[src/rtl/mult_div_unit.sv]
// mult_div_unit: iterative HI/LO multiply/divide unit for the single-cycle
// MIPS datapath. It takes the rs/rt register-file operands and runs
// MULT/MULTU as 32 radix-2 shift-add steps and DIV/DIVU as 32 radix-2
// restoring shift-subtract steps. A final fix-up cycle applies the sign
// correction. The unit also holds the architectural HI/LO registers.
//
// Ports:
//   Clock        system clock; all state changes on its rising edge
//   Reset        asynchronous, active-high reset
//   Start        single-cycle request; only looked at while Busy=0
//   Op           000 MULTU, 001 MULT, 010 DIVU, 011 DIV, 100 MTHI, 101 MTLO, 11x no-op
//   Operand_A    rs value (multiplicand / dividend / MTHI-MTLO source)
//   Operand_B    rt value (multiplier / divisor)
//   Busy         operation in progress; the PC is stalled while high
//   Done         one-cycle pulse once Hi/Lo hold the new result
//   Div_By_Zero  qualifies Done: the divisor was zero
//   Hi, Lo       architectural HI and LO registers
module mult_div_unit #(
   parameter int WIDTH = 32,
   parameter int CNT_W = 6
) (
   input  logic             Clock,
   input  logic             Reset,
   input  logic             Start,
   input  logic [2:0]       Op,
   input  logic [WIDTH-1:0] Operand_A,
   input  logic [WIDTH-1:0] Operand_B,
   output logic             Busy,
   output logic             Done,
   output logic             Div_By_Zero,
   output logic [WIDTH-1:0] Hi,
   output logic [WIDTH-1:0] Lo
);

   localparam logic [2:0] OP_MTHI = 3'b100;
   localparam logic [2:0] OP_MTLO = 3'b101;

   typedef enum logic [1:0] {IDLE, CALC, FIX, DONE} state_t;

   state_t           state, next_state;
   logic [CNT_W-1:0] count;
   logic [WIDTH:0]   acc;
   logic [WIDTH-1:0] quo;
   logic [WIDTH-1:0] opb;
   logic             is_div;
   logic             neg_main;
   logic             neg_rem;
   logic             div_by_zero_q;
   logic [WIDTH-1:0] hi_q, lo_q;

   logic             accept, is_mul_req, is_div_req, zero_div_req, long_req;
   logic             a_neg, b_neg;
   logic [WIDTH-1:0] a_mag, b_mag;
   logic [WIDTH:0]   mul_sum, div_shift, div_diff;
   logic [2*WIDTH-1:0] prod, prod_fixed;
   logic [WIDTH-1:0] quo_fixed, rem_fixed;

   // A request is accepted whenever the unit is not busy, which includes
   // the single DONE cycle so back-to-back operations lose no cycle.
   assign accept       = Start && ((state == IDLE) || (state == DONE));
   assign is_mul_req   = (Op[2:1] == 2'b00);
   assign is_div_req   = (Op[2:1] == 2'b01);
   assign zero_div_req = accept && is_div_req && (Operand_B == '0);
   assign long_req     = accept && (is_mul_req || (is_div_req && (Operand_B != '0)));

   // Signed ops run on magnitudes. -0x80000000 is 0x80000000 as an unsigned
   // magnitude, so the most negative value needs no special case.
   assign a_neg = Op[0] && Operand_A[WIDTH-1];
   assign b_neg = Op[0] && Operand_B[WIDTH-1];
   assign a_mag = a_neg ? -Operand_A : Operand_A;
   assign b_mag = b_neg ? -Operand_B : Operand_B;

   // Multiply step: {acc, quo} is the product register and quo[0] is the
   // current multiplier bit. The extra acc bit keeps the add carry before
   // the shift.
   assign mul_sum = acc + (quo[0] ? {1'b0, opb} : '0);

   // Divide step: acc is the partial remainder and quo shifts the dividend
   // out and the quotient in. A set top bit of the difference means the
   // trial subtraction went negative, so the shifted value is kept.
   assign div_shift = {acc[WIDTH-1:0], quo[WIDTH-1]};
   assign div_diff  = div_shift - {1'b0, opb};

   // Sign fix-up applied in FIX. The remainder follows the dividend sign.
   assign prod       = {acc[WIDTH-1:0], quo};
   assign prod_fixed = neg_main ? -prod : prod;
   assign quo_fixed  = neg_main ? -quo : quo;
   assign rem_fixed  = neg_rem ? -acc[WIDTH-1:0] : acc[WIDTH-1:0];

   // State register.
   always_ff @(posedge Clock or posedge Reset) begin
      if (Reset)
         state <= IDLE;
      else
         state <= next_state;
   end

   // Next-state logic. A zero divisor skips the iteration and goes straight
   // to DONE, so Busy never rises for that case.
   always_comb begin
      next_state = state;
      case (state)
         IDLE, DONE: begin
            next_state = IDLE;
            if (long_req)
               next_state = CALC;
            else if (zero_div_req)
               next_state = DONE;
         end
         CALC:    if (count == CNT_W'(WIDTH - 1)) next_state = FIX;
         FIX:     next_state = DONE;
         default: next_state = IDLE;
      endcase
   end

   // Iteration datapath: load the operands on acceptance, then run one
   // radix-2 step per CALC cycle.
   always_ff @(posedge Clock or posedge Reset) begin
      if (Reset) begin
         count    <= '0;
         acc      <= '0;
         quo      <= '0;
         opb      <= '0;
         is_div   <= 1'b0;
         neg_main <= 1'b0;
         neg_rem  <= 1'b0;
      end else if (long_req) begin
         count    <= '0;
         acc      <= '0;
         quo      <= a_mag;
         opb      <= b_mag;
         is_div   <= is_div_req;
         neg_main <= a_neg ^ b_neg;
         neg_rem  <= a_neg;
      end else if (state == CALC) begin
         count <= count + 1'b1;
         if (is_div) begin
            if (!div_diff[WIDTH]) begin
               acc <= div_diff;
               quo <= {quo[WIDTH-2:0], 1'b1};
            end else begin
               acc <= div_shift;
               quo <= {quo[WIDTH-2:0], 1'b0};
            end
         end else begin
            acc <= {1'b0, mul_sum[WIDTH:1]};
            quo <= {mul_sum[0], quo[WIDTH-1:1]};
         end
      end
   end

   // HI/LO change only at FIX or on a move-to. On a zero divisor they hold.
   always_ff @(posedge Clock or posedge Reset) begin
      if (Reset) begin
         hi_q <= '0;
         lo_q <= '0;
      end else if (state == FIX) begin
         if (is_div) begin
            hi_q <= rem_fixed;
            lo_q <= quo_fixed;
         end else begin
            {hi_q, lo_q} <= prod_fixed;
         end
      end else if (accept && (Op == OP_MTHI)) begin
         hi_q <= Operand_A;
      end else if (accept && (Op == OP_MTLO)) begin
         lo_q <= Operand_A;
      end
   end

   // The divide-by-zero flag is re-evaluated on every accept opportunity.
   // A non-zero-divisor start from DONE therefore clears it together with
   // Done.
   always_ff @(posedge Clock or posedge Reset) begin
      if (Reset)
         div_by_zero_q <= 1'b0;
      else if ((state == IDLE) || (state == DONE))
         div_by_zero_q <= zero_div_req;
   end

   assign Busy        = (state == CALC) || (state == FIX);
   assign Done        = (state == DONE);
   assign Div_By_Zero = div_by_zero_q;
   assign Hi          = hi_q;
   assign Lo          = lo_q;

endmodule

[config.mk]
export PLATFORM = sky130hd
export DESIGN_NAME = mult_div_unit
export DESIGN_NICKNAME = d
export VERILOG_FILES = /design/src/rtl/mult_div_unit.sv
export SDC_FILE = /design/constraint.sdc
export NUM_CORES = 1
export LEC_CHECK = 0
export BUFFER_PORTS_ARGS = -buffer_cell sky130_fd_sc_hd__buf_2
export CORE_ASPECT_RATIO = 1.5
export CORE_MARGIN = 4
export CORE_UTILIZATION = 30
export CTS_CLUSTER_DIAMETER = 120
export DETAILED_ROUTE_END_ITERATION = 8
export SLEW_MARGIN = 40
export SYNTH_ARGS = -nofsm -noshare
export SYNTH_HDL_FRONTEND = slang
export SYNTH_SLANG_ARGS = --single-unit
[constraint.sdc]
create_clock -name Clock -period 5.1 [get_ports Clock]
set_clock_uncertainty 0.05 [all_clocks]
set_input_delay 0.765 -clock Clock [delete_from_list [all_inputs] [get_ports Clock]]
set_output_delay 0.765 -clock Clock [all_outputs]
set_load 0.02 [all_outputs]
Word-level counts from Yosys, hierarchy flattened

Index checks and enable logic that the tools add are counted.

Output and inout port bits: 67
Flip-flop bits (word level): 173
Input port bits: 70

Equality and inequality tests: 9
Multiplexer cells: 27
Reductions and logical operators: 21
Bitwise logic cells: 1
Add/sub/neg operators: 8

Operators by type and width:

| kind                                                | count |
|---|---|
| 2-to-1 mux 32 bit                                   | 15 |
| 2-to-1 mux 33 bit                                   | 4 |
| negator 32 bit                                      | 4 |
| 2-to-1 mux 64 bit                                   | 1 |
| negator 64 bit                                      | 1 |
| adder 33 x 32 -> 33 bit                             | 1 |
| subtractor 33 x 32 -> 33 bit                        | 1 |
| logical NOT 32 bit                                  | 1 |
| nonzero test 32 bit                                 | 1 |
| 2-to-1 mux 6 bit                                    | 2 |
| logical AND 1 bit                                   | 9 |
| adder 6 x 1 -> 6 bit, second input constant         | 1 |
| equality test 3 bit, second input constant          | 2 |
| equality test 6 x 5 -> 1 bit, second input constant | 1 |
| 2-to-1 mux 2 bit                                    | 3 |
| one-hot mux 2 bit (3 select lines)                  | 1 |
| nonzero test 2 bit                                  | 3 |
| equality test 2 x 1 -> 1 bit, second input constant | 2 |
| equality test 2 bit, second input constant          | 2 |
| logical NOT 2 bit                                   | 2 |
| != test 2 bit, second input constant                | 2 |
| logical OR 1 bit                                    | 3 |
| AND reduction 2 bit                                 | 1 |
| OR reduction 2 bit                                  | 1 |
| 2 further kinds                                     | 2 |

Longest topological paths before layout

Gate-level depths: netlist of the first run.

Word-level depth: 8
Mapped depth: 22
Depth with buffers taken out: 19

Worst setup path before layout of the first run

OpenSTA, ideal clock, no wires.

Path type: reg-to-reg
From: reg quo[31]
To: reg acc[0]
Path slack: 0.702 ns
Clock period less this slack: 4.398 ns
Arrival: 4.216 ns
Cell stages (with the launch flop): 23
Required time: 4.918 ns
Library setup time: 0.132 ns
Buffers on the path: 4
Cell sequence: dfrtp_1 clkbuf_1 inv_1 ha_1 fa_1 nor2b_1 o31ai_1 a31oi_1 o21ai_0 a21oi_1 a41oi_1 o21a_1 o21ai_0 a21o_1 ha_1 clkbuf_1 clkbuf_1 clkbuf_1 nand2_1 o211ai_1 o211ai_1 o21ai_0 nor2_1

Cells in the longest elaborated chain, start to end: 5

Ends and longest elaborated chain:

| item                         | line | source |
|---|---|---|
| start: declaration           | 43   | `logic [WIDTH-1:0] quo;` |
| start signal: assignment     | 130  | `quo <= a_mag;` |
| start signal: assignment     | 140  | `quo <= {quo[WIDTH-2:0], 1'b1};` |
| start signal: assignment     | 143  | `quo <= {quo[WIDTH-2:0], 1'b0};` |
| subtractor 33 x 32 -> 33 bit | 82   | `assign div_diff = div_shift - {1'b0, opb};` |
| 2-to-1 mux 33 bit *          | 138  | `if (!div_diff[WIDTH]) begin` |
| 2-to-1 mux 33 bit *          | 137  | `if (is_div) begin` |
| 2-to-1 mux 33 bit *          | 135  | `end else if (state == CALC) begin` |
| 2-to-1 mux 33 bit *          | 127  | `end else if (long_req) begin` |
| end signal: assignment       | 139  | `acc <= div_diff;` |
| end signal: assignment       | 142  | `acc <= div_shift;` |
| end signal: assignment       | 146  | `acc <= {1'b0, mul_sum[WIDTH:1]};` |
| end: declaration             | 42   | `logic [WIDTH:0] acc;` |

Mark *: on every way between the ends. The rest lies on a longest branch, timed or not. The select of a mux whose other input is x is not followed.
A chain may end at the register's enable or synchronous reset.

Worst setup path after layout of the first run

From: reg quo[31]
To: reg acc[26]

Cells in the longest elaborated chain, start to end: 5

Ends and longest elaborated chain:

| item                         | line |
|---|---|
| subtractor 33 x 32 -> 33 bit | 82 |
| 2-to-1 mux 33 bit            | 138 |
| 2-to-1 mux 33 bit            | 137 |
| 2-to-1 mux 33 bit            | 135 |
| 2-to-1 mux 33 bit            | 127 |

Every way passes these cells. The select of a mux whose other input is x is not followed.

==> results of run 1 <==
final timing paths:
kind / from / end
setup reg to reg: quo[31] / acc[26]
setup / recovery: quo[31] / acc[26]
hold reg to reg: opb[28] / opb[28]
hold / removal: Reset / Lo[30]
min in group Clock: opb[28] / opb[28]
max in group asynchronous: Reset / is_div
flip-flops by register name (all words and copies together) (netlist names):
register	flops
is_div	1
Div_By_Zero	1
Lo	32
state	2
neg_main	1
quo	32
Hi	32
acc	33
neg_rem	1
count	6
opb	32
where the power goes:
| part | total [mW] | internal, mW | leakage [nW] | switching (mW) |
|---|---|---|---|---|
| combinational | 7.62 | 3.06 | 4.82 | 4.55 |
| clock | 1.36 | 0.749 | 0.291 | 0.606 |
| sequential | 2.79 | 2.03 | 2.14 | 0.760 |
| total | 11.8 | 5.84 | 7.25 | 5.92 |
cells in the mapped netlist (18+ instances only):
library cell / instances / area share
sky130_fd_sc_hd__a211oi_1: 23 / 0.012
sky130_fd_sc_hd__a21o_1: 28 / 0.014
sky130_fd_sc_hd__a21oi_1: 132 / 0.045
sky130_fd_sc_hd__a31oi_1: 21 / 0.0090
sky130_fd_sc_hd__clkbuf_1: 89 / 0.023
sky130_fd_sc_hd__dfrtp_1: 173 / 0.30
sky130_fd_sc_hd__ha_1: 73 / 0.063
sky130_fd_sc_hd__inv_1: 72 / 0.019
sky130_fd_sc_hd__mux2i_1: 92 / 0.063
sky130_fd_sc_hd__nand2_1: 221 / 0.057
sky130_fd_sc_hd__nand3_1: 30 / 0.010
sky130_fd_sc_hd__nor2_1: 136 / 0.035
sky130_fd_sc_hd__nor2b_1: 21 / 0.0090
sky130_fd_sc_hd__nor3_1: 48 / 0.016
sky130_fd_sc_hd__nor4_1: 18 / 0.0077
sky130_fd_sc_hd__o211ai_1: 46 / 0.024
sky130_fd_sc_hd__o21ai_0: 206 / 0.071
sky130_fd_sc_hd__o31ai_1: 22 / 0.011
sky130_fd_sc_hd__or3_1: 20 / 0.0086
sky130_fd_sc_hd__xnor2_1: 110 / 0.066
sky130_fd_sc_hd__xor2_1: 55 / 0.033
kinds of logic after synthesis:
group / synth area share
simple gates: 0.183
flops: 0.297
mux: 0.0710
buf+inv: 0.0458
fa+ha+maj: 0.0655
compound gates: 0.238
xor+xnor: 0.0992
stage by stage:
step / hold slack [ps] / utilization / instances / instance area [um2] / setup slack [ps]
final: 266 / 0.346 / 2523 / 16600 / 379
after global routing: 274 / 0.346 / 2523 / 16600 / 131
after CTS: 253 / 0.346 / 2523 / 16600 / 395
after detailed placement: 420 / 0.334 / 2491 / 16000 / 433
after global placement: 413 / 0.333 / 2489 / 15900 / 521
after floorplan: 400 / - / 1828 / 14600 / 702
final cells by class:
class / count / area (um2) / area share
Multi-Input combinational cell: 1478 / 9610 / 0.580
Inverter: 72 / 274 / 0.0166
Clock buffer: 19 / 453 / 0.0274
Timing Repair Buffer: 168 / 996 / 0.0602
Clock inverter: 13 / 141 / 0.00854
Tap cell: 600 / 751 / 0.0454
Sequential cell: 173 / 4330 / 0.262
routing by layer:
metal / wire length (um) / vias up / GRT usage / part of all wire
li1: - / 6728 / - / -
met1: 19100 / 6512 / 0.205 / 0.41
met2: 24100 / 383 / 0.322 / 0.51
met3: 2250 / 93 / 0.0296 / 0.048
met4: 1430 / 2 / 0.0620 / 0.031
met5: 12 / - / 0 / 0.00026
worst min-delay path, cell delays in order:
cell and delay (ps):
sky130_fd_sc_hd__buf_2 110, sky130_fd_sc_hd__clkinvlp_4 70, sky130_fd_sc_hd__buf_12 170
==> results.txt, run 1 <==
- Number of antenna cells inserted: 0
* Num CTS Buffers: 17
* Count of buffers inserted at the top-level ports: 136
- In this run the register-to-register setup slack is 380 ps.
* Worst Setup Path Type: register to register
* WL/cell: 18.6 um
* Standard cell with the maximum stage delay on the critical path: sky130_fd_sc_hd__or4b_2
- Hold/Removal Path Class: input port to asynchronous set/reset pin
- RSZ-0062 raised after global routing: no
- Antenna violations before repair: 2
- Across the run, the number of max-cap violations was 0.
- For the worst setup path, the data arrival time is 5050 ps.
- Measured along the y axis, the die boundary spans 278 um.
- Slowest Stage Delay on Critical Path: 670 ps
- The clock passes through at most 2 buffers.
* Most frequent cells in the layout: sky130_fd_sc_hd__nand2_1, sky130_fd_sc_hd__o21ai_0, sky130_fd_sc_hd__dfrtp_1, sky130_fd_sc_hd__nor2_1, sky130_fd_sc_hd__buf_2
* Clock input transition at the sequential cells of the worst setup and hold paths: 70 ps
* Netlist Area Pre-Place: 14,600 um2
- Counting every sink on the clock net gives 173.
- For this run, the post-layout net count is 2,055.
- Via count of the first global-routing pass: 13,600
- Synth Register Bits: 173
* Largest net degree at the start of global routing: 92
* Type of origin of the critical path: register
* Setup bufs post-CTS: 0
- Synth Flop Type: sky130_fd_sc_hd__dfrtp_1
- The detailed router finished its first iteration with 890 violations.
* Mapped Nets: 1,973
- In this run the static leakage power is 7.25 nW.
- Required time at the worst-slack endpoint: 5430 ps
- The flow ran to the end, and the final reports show no timing, DRC or antenna violations.
* Floorplan Core Area: 47,800 um2
- Largest voltage drop on the vdd net: 0.358 mV
- The critical path crosses 17 cells after its start point.
- The final route contains 13,700 vias.
* Relative slew slack: 0.465
- R2r worst-path depth: 17
- Fraction of layout instances using a drive strength above 1: 0.123
- The critical path contains buffers and inverters numbering 2 combined.
* Element type at the critical path end: register
- In this run the worst path has a maximum fanout of 9.
- Once detail routing completed, the nets flagged for antenna violations numbered 0.
* Weighted congestion at the end of routability-driven global placement: 0.922
* Aggregate negative setup slack: 0 ps
* Warnings, synthesis: 0
- For this configuration, the core starts out at a cell density of 0.305.
- The die covers 52,200 um2.
- Most common cell after layout, fill and taps aside: sky130_fd_sc_hd__nand2_1
- Count of standard-cell rows: 98
- The root buffer cell chosen for the clock tree is sky130_fd_sc_hd__clkbuf_16.
* Maximum operating frequency: 0.212 GHz
- Pin slew with the least headroom to its limit: 798 ps
* Hold Fails Final Rpt: 0
* Count of TritonRoute iterations in the first routing pass: 5
* Total of endpoints with negative setup slack in the final report: 0
- 137 I/O pins were placed.
- After filler insertion, the fill cell instance count of the layout stands at 5,070.
* Quantity of hold-fixing buffers added after cts: 0
- Category of cells accounting for the largest share of critical-path delay: compound AO/OA/AOI/OAI gates
* Horiz. Die Dim: 188 um
* Number of unique standard cell types used by synthesis: 71
- After legalization and detailed placement, the total HPWL measured 36.3 mm.
- For this design the ratio of total power to cell area is 710 nW/um2.
* Synthesized instance count: 1,828
* Area growth from synthesis to layout: 13.7%
* Post-synthesis sequential area ratio: 0.297
- Cells traversed along the worst timing path: inv_1 > ha_1 > fa_1 > nor2b_1 > o31ai_1 > a31oi_1 > o21ai_0 > a21oi_1 > a41oi_1 > o21a_1 > o21ai_0 > a21o_1 > ha_1 > inv_1 > or4b_2 > a31o_2 > a21oi_1
- After detailed routing, the number of remaining DRC violations is 0.
* Latest clock arrival within the worst-skew pair: 460 ps
- Across every metal layer, demand over resource in global routing totals 0.176.
- The design draws 11.8 mW.
- For this run the aggregate overflow at the end of global routing stands at 0.
* Time the final worst path needs with I/O delays and setup: 4720 ps
- For this block, the routed nets add up to 46.9 mm of wire.
- A synthesized cell averages 7.97 um2.
- The first global-routing pass estimated 74.6 mm of wire.
- Period Utilization, post-route: 0.926
* Final-report max-slew violation count: 0
- After clock tree synthesis, the repair step resized 0 gates.
* H-tree depth reported by CTS: 4
- The synthesized design contains 0 enable-type register cells.
- For this run, asynchronously set or reset flops after synthesis account for 1.00.
* TritonCTS clock tree: built
- Via/cell ratio: 5.44
Power figures use the tool's default switching activity.
==> run 2: changes to the inputs <==
ABC_AREA = 1   (was unset)
==> run 2 against run 1 <==
  * Core utilization down 0.68 points
  * Largest power group unchanged
  * First-iteration DRC count up 47%
  * Critical endpoint is now acc[8]
  * Largest cell class unchanged
  * Highest routed layer is now met4
  * Combinational power up 13%
==> results.txt, run 2 <==
* Run status: finished clean (unchanged)
* Total of endpoints with negative setup slack in the final report: 0 (unchanged)
- Post-synthesis sequential area ratio: 0.244 (was 0.297)
- Element type at the critical path end: register (unchanged)
- Latest clock arrival within the worst-skew pair: 490 ps (was 460 ps)
- The leakage power is 10.4 nW (was 7.25 nW).
* Chip height: 306 um (was 278 um)
- Maximum operating frequency: 0.260 GHz (was 0.212 GHz)
- Most used standard cells in the synthesized netlist: sky130_fd_sc_hd__nand2_1, sky130_fd_sc_hd__inv_1, sky130_fd_sc_hd__nor2_1 (was sky130_fd_sc_hd__nand2_1, sky130_fd_sc_hd__o21ai_0, sky130_fd_sc_hd__dfrtp_1)
* TritonCTS clock tree: built (unchanged)
- The number of global-route vias before repair came to 19,300 (was 13,600).
* Largest family of logic cells by synthesized area: simple AND/OR/NAND/NOR gates (was compound AO/OA/AOI/OAI gates)
- Global route total overflow: 0 (unchanged)
- The data arrival time of the critical path came to 4150 ps (was 5050 ps).
- Weighted congestion at the end of routability-driven global placement: 0.972 (was 0.922)
- Vias after detailed routing: 19,900 (was 13,700)
- The first-iteration detailed-routing DRC count came to 1,305 (was 890).
* Post-synthesis simple-gate area fraction: 0.397 (was 0.183)
- The startpoint type of the worst setup path is a register (unchanged).
- Most frequent cells in the layout: sky130_fd_sc_hd__nand2_1, sky130_fd_sc_hd__inv_1, sky130_fd_sc_hd__nor2_1, sky130_fd_sc_hd__nand3_1, sky130_fd_sc_hd__o21ai_0 (was sky130_fd_sc_hd__nand2_1, sky130_fd_sc_hd__o21ai_0, sky130_fd_sc_hd__dfrtp_1, sky130_fd_sc_hd__nor2_1, sky130_fd_sc_hd__buf_2).
- The share of the cycle needed by the critical path after routing came to 0.753 (was 0.926).
- The relative slew slack was 0.429 (was 0.465).
- Post-synthesis share of cell area spent on xor and xnor gates: 0.0341 (was 0.0992)
- The buffer depth of the longest clock path came to 2 (unchanged).
- The synthesized-area fraction occupied by adder cells is 0.0538 (was 0.0655).
* PD cells: 650 nW/um2 (was 710 nW/um2)
- Worst Setup Slack post-DPL: 1310 ps (was 433 ps)
* Time the final worst path needs with I/O delays and setup: 3840 ps (was 4720 ps)
* Largest net degree at the start of global routing: 80 (was 92)
* Combined global-route utilization of all metal layers: 0.234 (was 0.176)
- RSZ-0062 raised after global routing: no (unchanged)
* Fraction of layout instances using a drive strength above 1: 0.0780 (was 0.123)
- The clock-pin transition on the worst setup and hold timing paths was 80 ps (was 70 ps).
- Floorplan Core Area: 58,200 um2 (was 47,800 um2)
- Count of standard-cell rows: 108 (was 98)
* Drc violations: 0 (unchanged)
- Worst Setup Path Type: register to register (unchanged)
- The sum of net half-perimeters after detailed placement was 59.2 mm (was 36.3 mm).
- The post-detailed-route wirelength per cell was 19.1 um (was 18.6 um).
- The most numerous cell type found on the critical path is sky130_fd_sc_hd__nand2_1.
- Hold/Removal Path Class: input port to asynchronous set/reset pin (unchanged)
- Complex-gate fraction of the synthesized area: 0.150 (was 0.238)
- Synth Flop Type: sky130_fd_sc_hd__dfrtp_1 (unchanged)
- The worst-case vdd ir drop came to 0.269 mV (was 0.358 mV).
* Launching element of the worst setup path: quo[31] (unchanged)
- The master of the slowest instance on the critical path is sky130_fd_sc_hd__dfrtp_1 (was sky130_fd_sc_hd__or4b_2).
- The routed via count divided by cell count is 5.09 (was 5.44).
- Top cell type's share of synthesized area: 0.244 (was 0.297)
- The net count after synthesis came to 3,191 (was 1,973).
- Max reg flops: 33 (unchanged)
- Number of inserted filler cells in the final layout: 6,697 (was 5,070)
* Aggregate negative setup slack: 0 ps (unchanged)
- Area growth from synthesis to layout: 11.4% (was 13.7%)
* Most common cell after layout, fill and taps aside: sky130_fd_sc_hd__nand2_1 (unchanged)
* Slowest Stage Delay on Critical Path: 550 ps (was 670 ps)
- Count of TritonRoute iterations in the first routing pass: 5 (unchanged)
- Leading post-synthesis cells by cell area: sky130_fd_sc_hd__dfrtp_1, sky130_fd_sc_hd__nand2_1, sky130_fd_sc_hd__inv_1 (was sky130_fd_sc_hd__dfrtp_1, sky130_fd_sc_hd__o21ai_0, sky130_fd_sc_hd__xnor2_1)
- Total die area: 63,200 um2 (was 52,200 um2)
- I/O pin count: 137 (unchanged)
- The post-synthesis register bit count is 173 (unchanged).
* Leading area contributor after synthesis: sky130_fd_sc_hd__dfrtp_1 (unchanged)
- Cells traversed along the worst timing path: inv_1 > ha_1 > fa_1 > inv_1 > nand4_1 > nand2_1 > nand2_1 > nand2_1 > nand2_1 > nand2_1 > nand3_1 > nand2_1 > ha_1 > inv_1 > buf_4 > a21oi_1 > o21ai_0 > nand2_1 > nand2_1 > o21ai_1 (was inv_1 > ha_1 > fa_1 > nor2b_1 > o31ai_1 > a31oi_1 > o21ai_0 > a21oi_1 > a41oi_1 > o21a_1 > o21ai_0 > a21o_1 > ha_1 > inv_1 > or4b_2 > a31o_2 > a21oi_1).
- The startpoint of the worst register-to-register path was quo[31] (unchanged).
- The unique cell type count in the Yosys netlist was 47 (was 71).
- Number of gates resized after cts: 0 (unchanged)
- Final Net Count: 3,274 (was 2,055)
- Maximum fanout count along the critical path: 17 (was 9)
- Number of sinks driven by the clock tree: 173 (unchanged)
- Worst setup slack after layout: 1260 ps (was 379 ps)
* Avg Inst Size Synth: 5.82 um2 (was 7.97 um2)
- Pin slew with the least headroom to its limit: 855 ps (was 798 ps)
- The wire length of the first global-routing pass came to 113 mm (was 74.6 mm).
* Top reg by flops: acc (unchanged)
* Category of cells accounting for the largest share of critical-path delay: buffers and inverters (was compound AO/OA/AOI/OAI gates)
- Effective utilization at floorplan: 0.305 (about the same)
- Required time at the worst-slack endpoint: 5410 ps (was 5430 ps)
- The buffering stage count on the worst path with inverters included came to 4 (was 2).
- The proportion of register bits with asynchronous set or reset after synthesis came to 1.00 (unchanged).
* Number of max-capacitance violations reported: 0 (unchanged)
- The total number of H-tree levels came to 4 (unchanged).
* Remaining antenna violation count after routing: 0 (unchanged)
* Cell with the most instances after synthesis: sky130_fd_sc_hd__nand2_1 (unchanged)
- Total Routed Length: 74.8 mm (was 46.9 mm)
- The number of buffers inserted by hold repair at cts came to 0 (unchanged).
* Count of buffers inserted at the top-level ports: 136 (unchanged)
- The netlist area before placement came to 17,700 um2 (was 14,600 um2).
- CTS root buffer: sky130_fd_sc_hd__clkbuf_16 (unchanged)
* Antenna violations before repair: 0 (was 2)
- The number of instances in the synthesized netlist was 3,046 (was 1,828).
- EDFF count, synth: 0 (unchanged)
* Final-report max-slew violation count: 0 (unchanged)
- Mux share of post-synthesis cell area: 0.000635 (was 0.0710)
- The antenna diode instance count came to 0 (unchanged).
* Warnings, synthesis: 0 (unchanged)
- Setup bufs post-CTS: 0 (unchanged)
- The width of the die is 207 um (was 188 um).
* Num CTS Buffers: 17 (unchanged)
- Hold Fails Final Rpt: 0 (unchanged)
## run 2: cell types whose count changed after synthesis, sizes merged, moves of 88 or more
cell,previous run,this run
inv,72,444
mux2i,92,0
nand2,222,1021
nand3,30,261
nor2,136,349
xnor2,110,22
## run 2: metrics by stage
stage	cell area, um2	power (mW)	hold WS, ps	instances	util
CTS	19800	12.8	192	3912	0.339
detailed placement	19200	11.3	418	3880	0.329
global placement	19100	11.3	415	3880	0.329
floorplan	17700	8.52	421	3046	-
global route	19800	14.0	237	3912	0.339
finish	19800	12.9	204	3912	0.339
## run 2: logic make-up (layout without fill, tap and decap cells)
logic type      Yosys count  after routing
mux                       1              1
simple gates           1716           1716
xor+xnor                 69             69
flops                   173            173
fa+ha+maj                75             75
compound gates          469            469
buf+inv                 543            639
## run 2: power breakdown
part	switching [mW]	internal, mW	total, mW
Combinational	5.94	2.64	8.59
Clock	0.703	0.742	1.45
Sequential	0.820	2.00	2.82
## run 2: layout make-up
cell class,count,area [um2],area share
multi-input combinational,2330,11300,0.571
sequential,173,4330,0.219
inverter,444,1680,0.0850
tap,770,963,0.0487
timing repair buffer,163,896,0.0453
clock buffer,18,429,0.0217
clock inverter,14,173,0.00874
## run 2: metal layers
metal	vias to the layer above	global-route usage	routed length, um
li1	9894	-	-
met1	9157	0.265	28800
met2	669	0.417	37800
met3	185	0.0239	3250
met4	0	0.139	4880
met5	-	0	0
## run 2: worst reg2reg max path, cell delays in order, from the launching register on
cell and delay (ps):
sky130_fd_sc_hd__dfrtp_1 550, sky130_fd_sc_hd__inv_1 170, sky130_fd_sc_hd__ha_1 260, sky130_fd_sc_hd__fa_1 380, sky130_fd_sc_hd__inv_1 130, sky130_fd_sc_hd__nand4_1 100, sky130_fd_sc_hd__nand2_1 140, sky130_fd_sc_hd__nand2_1 70
sky130_fd_sc_hd__nand2_1 210, sky130_fd_sc_hd__nand2_1 100, sky130_fd_sc_hd__nand2_1 90, sky130_fd_sc_hd__nand3_1 70, sky130_fd_sc_hd__nand2_1 80, sky130_fd_sc_hd__ha_1 240, sky130_fd_sc_hd__inv_1 390, sky130_fd_sc_hd__buf_4 320
sky130_fd_sc_hd__a21oi_1 90, sky130_fd_sc_hd__o21ai_0 80, sky130_fd_sc_hd__nand2_1 70, sky130_fd_sc_hd__nand2_1 60, sky130_fd_sc_hd__o21ai_1 60
## run 2: worst paths after layout
| check | slack (ps) | cells past startpoint | endpoint |
|---|---|---|---|
| max | 1260 | 20 | acc[8] |
| min | 200 | 2 | count[3] |
| max reg2reg | 1260 | 20 | acc[8] |
| min reg2reg | 430 | 2 | Div_By_Zero |
| max in group asynchronous | 3670 | 3 | quo[0] |
| min in group Clock | 430 | 2 | Div_By_Zero |
